<file path="config.mk">
export PLATFORM = sky130hd
export DESIGN_NAME = halt_dump_monitor
export DESIGN_NICKNAME = d
export VERILOG_FILES = /design/src/rtl/halt_dump_monitor.sv
export SDC_FILE = /design/constraint.sdc
export NUM_CORES = 1
export LEC_CHECK = 0
export CAP_MARGIN = 10
export CORE_MARGIN = 2
export CORE_UTILIZATION = 45
export DETAILED_ROUTE_END_ITERATION = 8
export PLACE_DENSITY = 0.85
export SYNTH_ARGS = -nofsm -noshare
export SYNTH_HDL_FRONTEND = slang
export SYNTH_SLANG_ARGS = --single-unit
</file>
<file path="constraint.sdc">
create_clock -name CLOCK_50 -period 3 [get_ports CLOCK_50]
set_input_delay 0.6 -clock CLOCK_50 [delete_from_list [all_inputs] [get_ports CLOCK_50]]
set_output_delay 0.6 -clock CLOCK_50 [all_outputs]
set_load 0.05 [all_outputs]
</file>
<file path="src/rtl/halt_dump_monitor.sv">
// Halt dump monitor: counts cycles until the CPU halts (or a cycle limit is
// reached), then streams a cycle-count record, DUMP_COUNT register records
// read from the register file, and an end marker over a valid/ready link.
module halt_dump_monitor #(
  parameter int DATA_W     = 32,
  parameter int ADDR_W     = 5,
  parameter int DUMP_COUNT = 10,
  parameter int CNT_W      = 32,
  parameter int TIMEOUT    = 0
) (
  input  logic              CLOCK_50,
  input  logic              RST,
  input  logic              is_halt_N,
  output logic              reg_rd_en,
  output logic [ADDR_W-1:0] reg_addr,
  input  logic [DATA_W-1:0] reg_data,
  output logic              out_valid,
  input  logic              out_ready,
  output logic [1:0]        out_kind,
  output logic [ADDR_W-1:0] out_index,
  output logic [DATA_W-1:0] out_data,
  output logic [CNT_W-1:0]  clk_cnt,
  output logic              done,
  output logic              timeout
);

  typedef enum logic [2:0] {
    RUN, EMIT_CNT, RD_REQ, RD_WAIT, EMIT_REG, EMIT_END, DONE
  } state_t;

  localparam logic [1:0]        KIND_CNT = 2'd0;
  localparam logic [1:0]        KIND_REG = 2'd1;
  localparam logic [1:0]        KIND_END = 2'd2;
  localparam logic [ADDR_W-1:0] LAST_IDX = ADDR_W'(DUMP_COUNT - 1);
  localparam logic [CNT_W-1:0]  TO_LIMIT = CNT_W'(TIMEOUT);
  localparam logic [CNT_W-1:0]  TO_PRE   = CNT_W'(TIMEOUT - 1);
  localparam bit                TO_EN    = (TIMEOUT != 0);

  state_t            state;
  logic              halt_prev;
  logic [ADDR_W-1:0] idx;
  logic              halt_evt;
  logic              to_hit;
  logic              handshake;

  assign halt_evt  = halt_prev & ~is_halt_N;
  assign to_hit    = TO_EN && (clk_cnt == TO_PRE);
  assign handshake = out_valid & out_ready;

  // Previous halt level for falling-edge detection; starts high so a halt
  // that is already asserted at reset release is seen on the first edge.
  always_ff @(posedge CLOCK_50) begin
    // NOTE: sequential state always uses non-blocking assignment so every
    // register samples the pre-edge values, independent of block ordering.
    if (RST) halt_prev <= 1'b1;
    else     halt_prev <= is_halt_N;
  end

  // Dump sequencer with registered stream and register-file outputs.
  // out_data doubles as the hold register for the register read data.
  always_ff @(posedge CLOCK_50) begin
    if (RST) begin
      state     <= RUN;
      clk_cnt   <= '0;
      idx       <= '0;
      timeout   <= 1'b0;
      done      <= 1'b0;
      out_valid <= 1'b0;
      reg_rd_en <= 1'b0;
      reg_addr  <= '0;
      out_kind  <= KIND_CNT;
      out_index <= '0;
      out_data  <= '0;
    end else begin
      // NOTE: signals not assigned in a branch simply keep their register
      // value; inside always_ff this is a hold, never an inferred latch.
      case (state)
        RUN: begin
          if (halt_evt) begin
            state     <= EMIT_CNT;
            out_valid <= 1'b1;
            out_kind  <= KIND_CNT;
            out_index <= '0;
            out_data  <= DATA_W'(clk_cnt);
          end else if (to_hit) begin
            clk_cnt   <= TO_LIMIT;
            timeout   <= 1'b1;
            state     <= EMIT_CNT;
            out_valid <= 1'b1;
            out_kind  <= KIND_CNT;
            out_index <= '0;
            out_data  <= DATA_W'(TO_LIMIT);
          end else if (clk_cnt != '1) begin
            clk_cnt <= clk_cnt + CNT_W'(1);
          end
        end

        EMIT_CNT: begin
          if (handshake) begin
            out_valid <= 1'b0;
            idx       <= '0;
            reg_rd_en <= 1'b1;
            reg_addr  <= '0;
            state     <= RD_REQ;
          end
        end

        RD_REQ: begin
          reg_rd_en <= 1'b0;
          state     <= RD_WAIT;
        end

        RD_WAIT: begin
          out_data  <= reg_data;
          out_valid <= 1'b1;
          out_kind  <= KIND_REG;
          out_index <= idx;
          state     <= EMIT_REG;
        end

        EMIT_REG: begin
          if (handshake) begin
            if (idx == LAST_IDX) begin
              out_kind  <= KIND_END;
              out_index <= '0;
              out_data  <= DATA_W'(timeout);
              state     <= EMIT_END;
            end else begin
              out_valid <= 1'b0;
              idx       <= idx + ADDR_W'(1);
              reg_rd_en <= 1'b1;
              reg_addr  <= idx + ADDR_W'(1);
              state     <= RD_REQ;
            end
          end
        end

        EMIT_END: begin
          if (handshake) begin
            out_valid <= 1'b0;
            done      <= 1'b1;
            state     <= DONE;
          end
        end

        DONE: begin
          // Parked until reset.
        end

        default: state <= RUN;
      endcase
    end
  end

endmodule

</file>
# [After elaboration in Yosys (flattened, before gate mapping)]
# Index checks and enable logic that the tools add are counted.
[totals] regBits=83 out_inout_bits=80 inputBits=36 word_cells=76
[classes] n_bitwise=5 reduce_logical=13 n_eq_ne=15 add_sub_neg=2 mux=31
[op_table] cell="$mux W32" n=3
[op_table] cell="$pmux W32 S3" n=1
[op_table] cell="$add A32 B1 Y32 const B" n=1
[op_table] cell="$ne A32 B32 Y1 const B" n=1
[op_table] cell="$mux W5" n=6
[op_table] cell="$pmux W3 S7" n=1
[op_table] cell="$mux W3" n=5
[op_table] cell="$pmux W5 S3" n=1
[op_table] cell="$ne A2 B2 Y1 const B" n=6
[op_table] cell="$reduce_and A4 Y1" n=3
[op_table] cell="$pmux W5 S2" n=1
[op_table] cell="$reduce_and A5 Y1" n=2
[op_table] cell="$eq A3 B3 Y1 const B" n=3
[op_table] cell="$mux W1" n=7
[op_table] cell="$eq A3 B2 Y1 const B" n=2
[op_table] cell="$mux W2" n=3
[op_table] cell="$pmux W2 S3" n=1
[op_table] cell="$reduce_bool A3 Y1" n=2
[op_table] cell="$add A5 B1 Y5 const B" n=1
[op_table] cell="$eq A5 B4 Y1 const B" n=1
[op_table] cell="$pmux W1 S4" n=1
[op_table] cell="$reduce_bool A4 Y1" n=1
[op_table] cell="$eq A3 B1 Y1 const B" n=1
[op_table] cell="$logic_not A3 Y1" n=1
[op_table] cell="other kinds (8)" n=11

# [Depth between registers and ports, before layout]
[logic_depth] word_depth=4 mapped_depth=9 ltp_nobuf=7

# [Worst setup path after synthesis]
# No wires, ideal clock.
[synth_path] kind="flip-flop to flip-flop" from="reg clk_cnt[18]" to="reg clk_cnt[30]" setup_ns=0.123 t_arrival_ns=2.394 setup_slack_ns=0.482 path_stages_with_launch=7 period_less_slack_ns=2.518 n_path_buf=1 t_required_ns=2.877 path_cell_list="dfxtp_1 > nand4_1 > or4_4 > buf_6 > nor4_4 > nand3_1 > mux2_1"
[synth_between] elab_chain_cells=2 word_cells_on_any_way=3 classes_between="1 x add/sub; 1 x eq/ne; 1 x reduce/logical"
[synth_lines] element="start, declared" line="22" rtl="output logic [CNT_W-1:0] clk_cnt,"
[synth_lines] element="start signal, assigned" line="94" rtl="clk_cnt <= clk_cnt + CNT_W'(1);"
[synth_lines] element="branches (longest 2 deep; another with $add A32 B1 Y32)"
# Several ways; the timed one is not identified.
# A chain may end at the register's enable or synchronous reset.

# [Worst setup path in the final report]
[layout_path] from="reg clk_cnt[18]" to="reg clk_cnt[31]"
# The elaborated chain is that of the path after synthesis.

==> flow_summary.ini <==
[placed_design]
port_buffers = 114
gpl.final_weighted_congestion = 0.850
place.detailed.hpwl_mm = 7.30

[clock_network]
number_of_gates_resized_after_cts = 0
tritoncts.num_buffers = 9
cts_post_setup_buffers_inserted = 0
clkSlewWorstSetupHoldPaths_ns = 0.08
worstSkewPairLatency_ns = 0.36
cts_root_buf = sky130_fd_sc_hd__clkbuf_8
clk_path_buf_depth = 2
h-tree-depth = 3
cts_tree = yes
cts_sinks = 83
holdBufCountCts = 0

[setup_path]
crit_path_end = clk_cnt[31]
setup.reg_to_reg.worst_slack_ns = 0.33
cp_max_fanout = 18
r2r.worst_path.cells = 5
worst_setup_path_startpoint = clk_cnt[18]
crit_arrival_ns = 2.92
critical_path_required_ns = 3.25
r2r_end = clk_cnt[31]
critical_path.reg2reg.startpoint = clk_cnt[18]
criticalPathCategory = register to register
timing.critical_path.from_type = register
timing.critical_path.to_type = register

[yosys]
synth_top_area_cell = sky130_fd_sc_hd__dfxtp_1
syn-num-nets = 447
synth_enable_flop_cells = 0
synth.lib_cells_used.distinct = 48
warnings_from_yosys = 0
post_synth.cell_area_avg_um2 = 8.97
synth_top_cells_by_count = sky130_fd_sc_hd__dfxtp_1 (83), sky130_fd_sc_hd__nor2_1 (64), sky130_fd_sc_hd__a222oi_1 (32)
ys_ff_latch = 83
syn-instance-count = 408
synth.area.top_cells = sky130_fd_sc_hd__dfxtp_1 (45%), sky130_fd_sc_hd__a222oi_1 (8.8%), sky130_fd_sc_hd__nor2_1 (6.6%), sky130_fd_sc_hd__a21oi_1 (3.6%), sky130_fd_sc_hd__clkbuf_1 (2.5%)
synth_top_flop_cell = sky130_fd_sc_hd__dfxtp_1
asyncSetResetFlopFracSynth_pct = 0
netlist_area_mm2 = 0.00366
portion_of_synthesized_cell_area_occupied_by_the_leading_cell_type_pct = 45.4
seq_area_frac_synth_pct = 45.4
synth_most_common_cell = sky130_fd_sc_hd__dfxtp_1

[floorplan]
die_area_mm2 = 0.00887
fp.dieW_um = 94.2
pin_count = 116
core.rowCount = 32
die_height_um = 94.2
placeableCoreArea_mm2 = 0.00781
start_util_pct = 46.9

[layout]
multi_input_area_mm2 = 0.00183
final_net_count = 552
post_route_cells_drive_above_1_share_pct = 8.11
number_of_inserted_diodes = 0
layout-area-overhead-vs-synth_pct = 39.5
ff_latch_area_mm2 = 0.00166
filler_cell_count = 660

[power_and_ir_drop]
cellLeakagePower_uw = 0.00174
power_switching_share_pct = 26.6
power_frac_comb_pct = 14.0
ir_worst_vdd_mv = 0.282
power_per_cell_area_mw_per_mm2 = 467
p_clk_share_pct = 37.8
seq_power_share_pct = 48.1
intPower_uw = 1750
net_load_switching_power_uw = 634

[hold_path]
hold_path.class = register to register

[drt]
highest-signal-layer = met4
antenna_left = 0
drt_drc_violations_left = 0
routedLengthMet1_mm = 4.38
detailroute.wirelength.met2_mm = 5.08
detail_route.wirelength_mm = 10.2
route.met3.wl_um = 614
post_drt_wl_per_cell_um = 16.5
drt-vias-per-instance = 5.87
first_pass_iters = 6
detailedRoute.firstIterationViolations = 362
num_vias = 3641

[global_route]
pin_count_of_the_biggest_net_entering_global_routing = 38
grt_overflow = 0
grt_first_pass_wirelength_mm = 16.5
number_of_antenna_violations_at_the_first_check_in_global_routing = 0
grtUsageTotal_pct = 23.3
first_global_vias = 3521

[timing]
rsz0062_at_grt = no
finalHoldViolations = 0
post-route-min-period_ns = 2.67
final.period_utilization_pct = 89.0
timing.slew.headroom_pct = 42.2
hold_slack_ns = 0.498
clock.fmax_ghz = 0.374
clock-skew-final_ns = 0.00701
finalMaxSlewViolations = 0
tns_ns = 0
setup-violations-final = 0
tightest_slew_ns = 0.863

[run_status]
result_of_the_run = complete, no violations

[job]
max-cap-violations = 0
-- kinds of logic after synthesis --
| group | synth area share, % |
|---|---|
| other | 0.102 |
| adders and majority gates | 1.03 |
| and+or+nand+nor | 24.5 |
| AOI/OAI and AO/OA | 19.7 |
| xor gates and xnor gates | 2.39 |
| muxes | 2.12 |
| DFF | 45.4 |
| buffers and inverters | 4.79 |
-- stage by stage --
step | setup slack (ns) | instance area, µm² | total power (µW) | util (%) | cells
2_1_floorplan | 0.482 | 3660 | 1380 | - | 408
3_3_place_gp | 0.379 | 4880 | 1500 | 62.5 | 604
3_5_place_dp | 0.291 | 4880 | 1510 | 62.5 | 604
4_1_cts | 0.348 | 5110 | 2400 | 65.4 | 620
5_1_grt | 0.233 | 5110 | 2480 | 65.4 | 620
6_report | 0.329 | 5110 | 2380 | 65.4 | 620
-- cell usage in the layout, fill, tap and decap left out, types with 5 or more instances in the layout --
master,synthesis,layout
sky130_fd_sc_hd__nor2_1,64,63
sky130_fd_sc_hd__nand2_1,16,16
sky130_fd_sc_hd__clkdlybuf4s50_1,0,113
sky130_fd_sc_hd__and2_1,5,5
sky130_fd_sc_hd__a211oi_1,5,5
sky130_fd_sc_hd__nor2b_1,6,6
sky130_fd_sc_hd__buf_4,1,11
sky130_fd_sc_hd__nand4_1,8,8
sky130_fd_sc_hd__or3_1,9,9
sky130_fd_sc_hd__nor3_1,10,9
sky130_fd_sc_hd__xnor2_1,6,6
sky130_fd_sc_hd__a22oi_1,5,5
sky130_fd_sc_hd__o31ai_1,9,9
sky130_fd_sc_hd__inv_1,10,10
sky130_fd_sc_hd__mux2_1,5,5
sky130_fd_sc_hd__or4_1,9,9
sky130_fd_sc_hd__nand3_1,10,10
sky130_fd_sc_hd__nor4_1,9,9
sky130_fd_sc_hd__clkbuf_8,0,11
sky130_fd_sc_hd__dfxtp_1,83,83
sky130_fd_sc_hd__a222oi_1,32,32
sky130_fd_sc_hd__a21oi_1,26,26
-- critical path, cell delays in order, from the launching register on --
cell and delay, ns:
sky130_fd_sc_hd__dfxtp_1 0.46, sky130_fd_sc_hd__nand4_1 0.26, sky130_fd_sc_hd__or4_4 0.64, sky130_fd_sc_hd__o31ai_4 0.71
sky130_fd_sc_hd__nor4_1 0.14, sky130_fd_sc_hd__mux2_1 0.34
-- worst min-delay path by stage --
stage / startpoint / end / slack, ns / cells after the start
floorplan: state[0] / state[2] / 0.60 / 3
global placement: done / done / 0.46 / 2
detailed placement: done / done / 0.47 / 2
CTS: done / done / 0.49 / 2
global route: done / done / 0.52 / 2
finish: done / done / 0.50 / 2
-- final cells by class --
class | count | area share, %
multi-input combinational | 284 | 35.9
sequential | 83 | 32.5
timing repair buffer | 125 | 23.9
clock buffer | 11 | 2.96
tap | 102 | 2.50
clock inverter | 5 | 1.47
inverter | 10 | 0.735
-- metal layers --
layer / track usage (%) / vias to the layer above
met3: 4.09 / 17
li1: - / 1746
met5: 0 / -
met2: 40.1 / 124
met4: 10.1 / 0
met1: 28.5 / 1754
-- sequential cells by signal, indices dropped and copies added, names as in the netlist --
signal,cells
out_kind,2
reg_rd_en,1
state,3
out_valid,1
out_data,32
out_index,5
clk_cnt,32
done,1
halt_prev,1
idx,5
-- power groups by stage --
stage / Clock (µW) / Sequential, µW / Combinational (µW)
after floorplan: 0 / 1210 / 164
after global placement: 0 / 1170 / 325
after detailed placement: 0 / 1170 / 333
after CTS: 918 / 1150 / 335
after global routing: 967 / 1150 / 361
final: 902 / 1150 / 334
No activity file was read; power rests on OpenSTA's default activity.
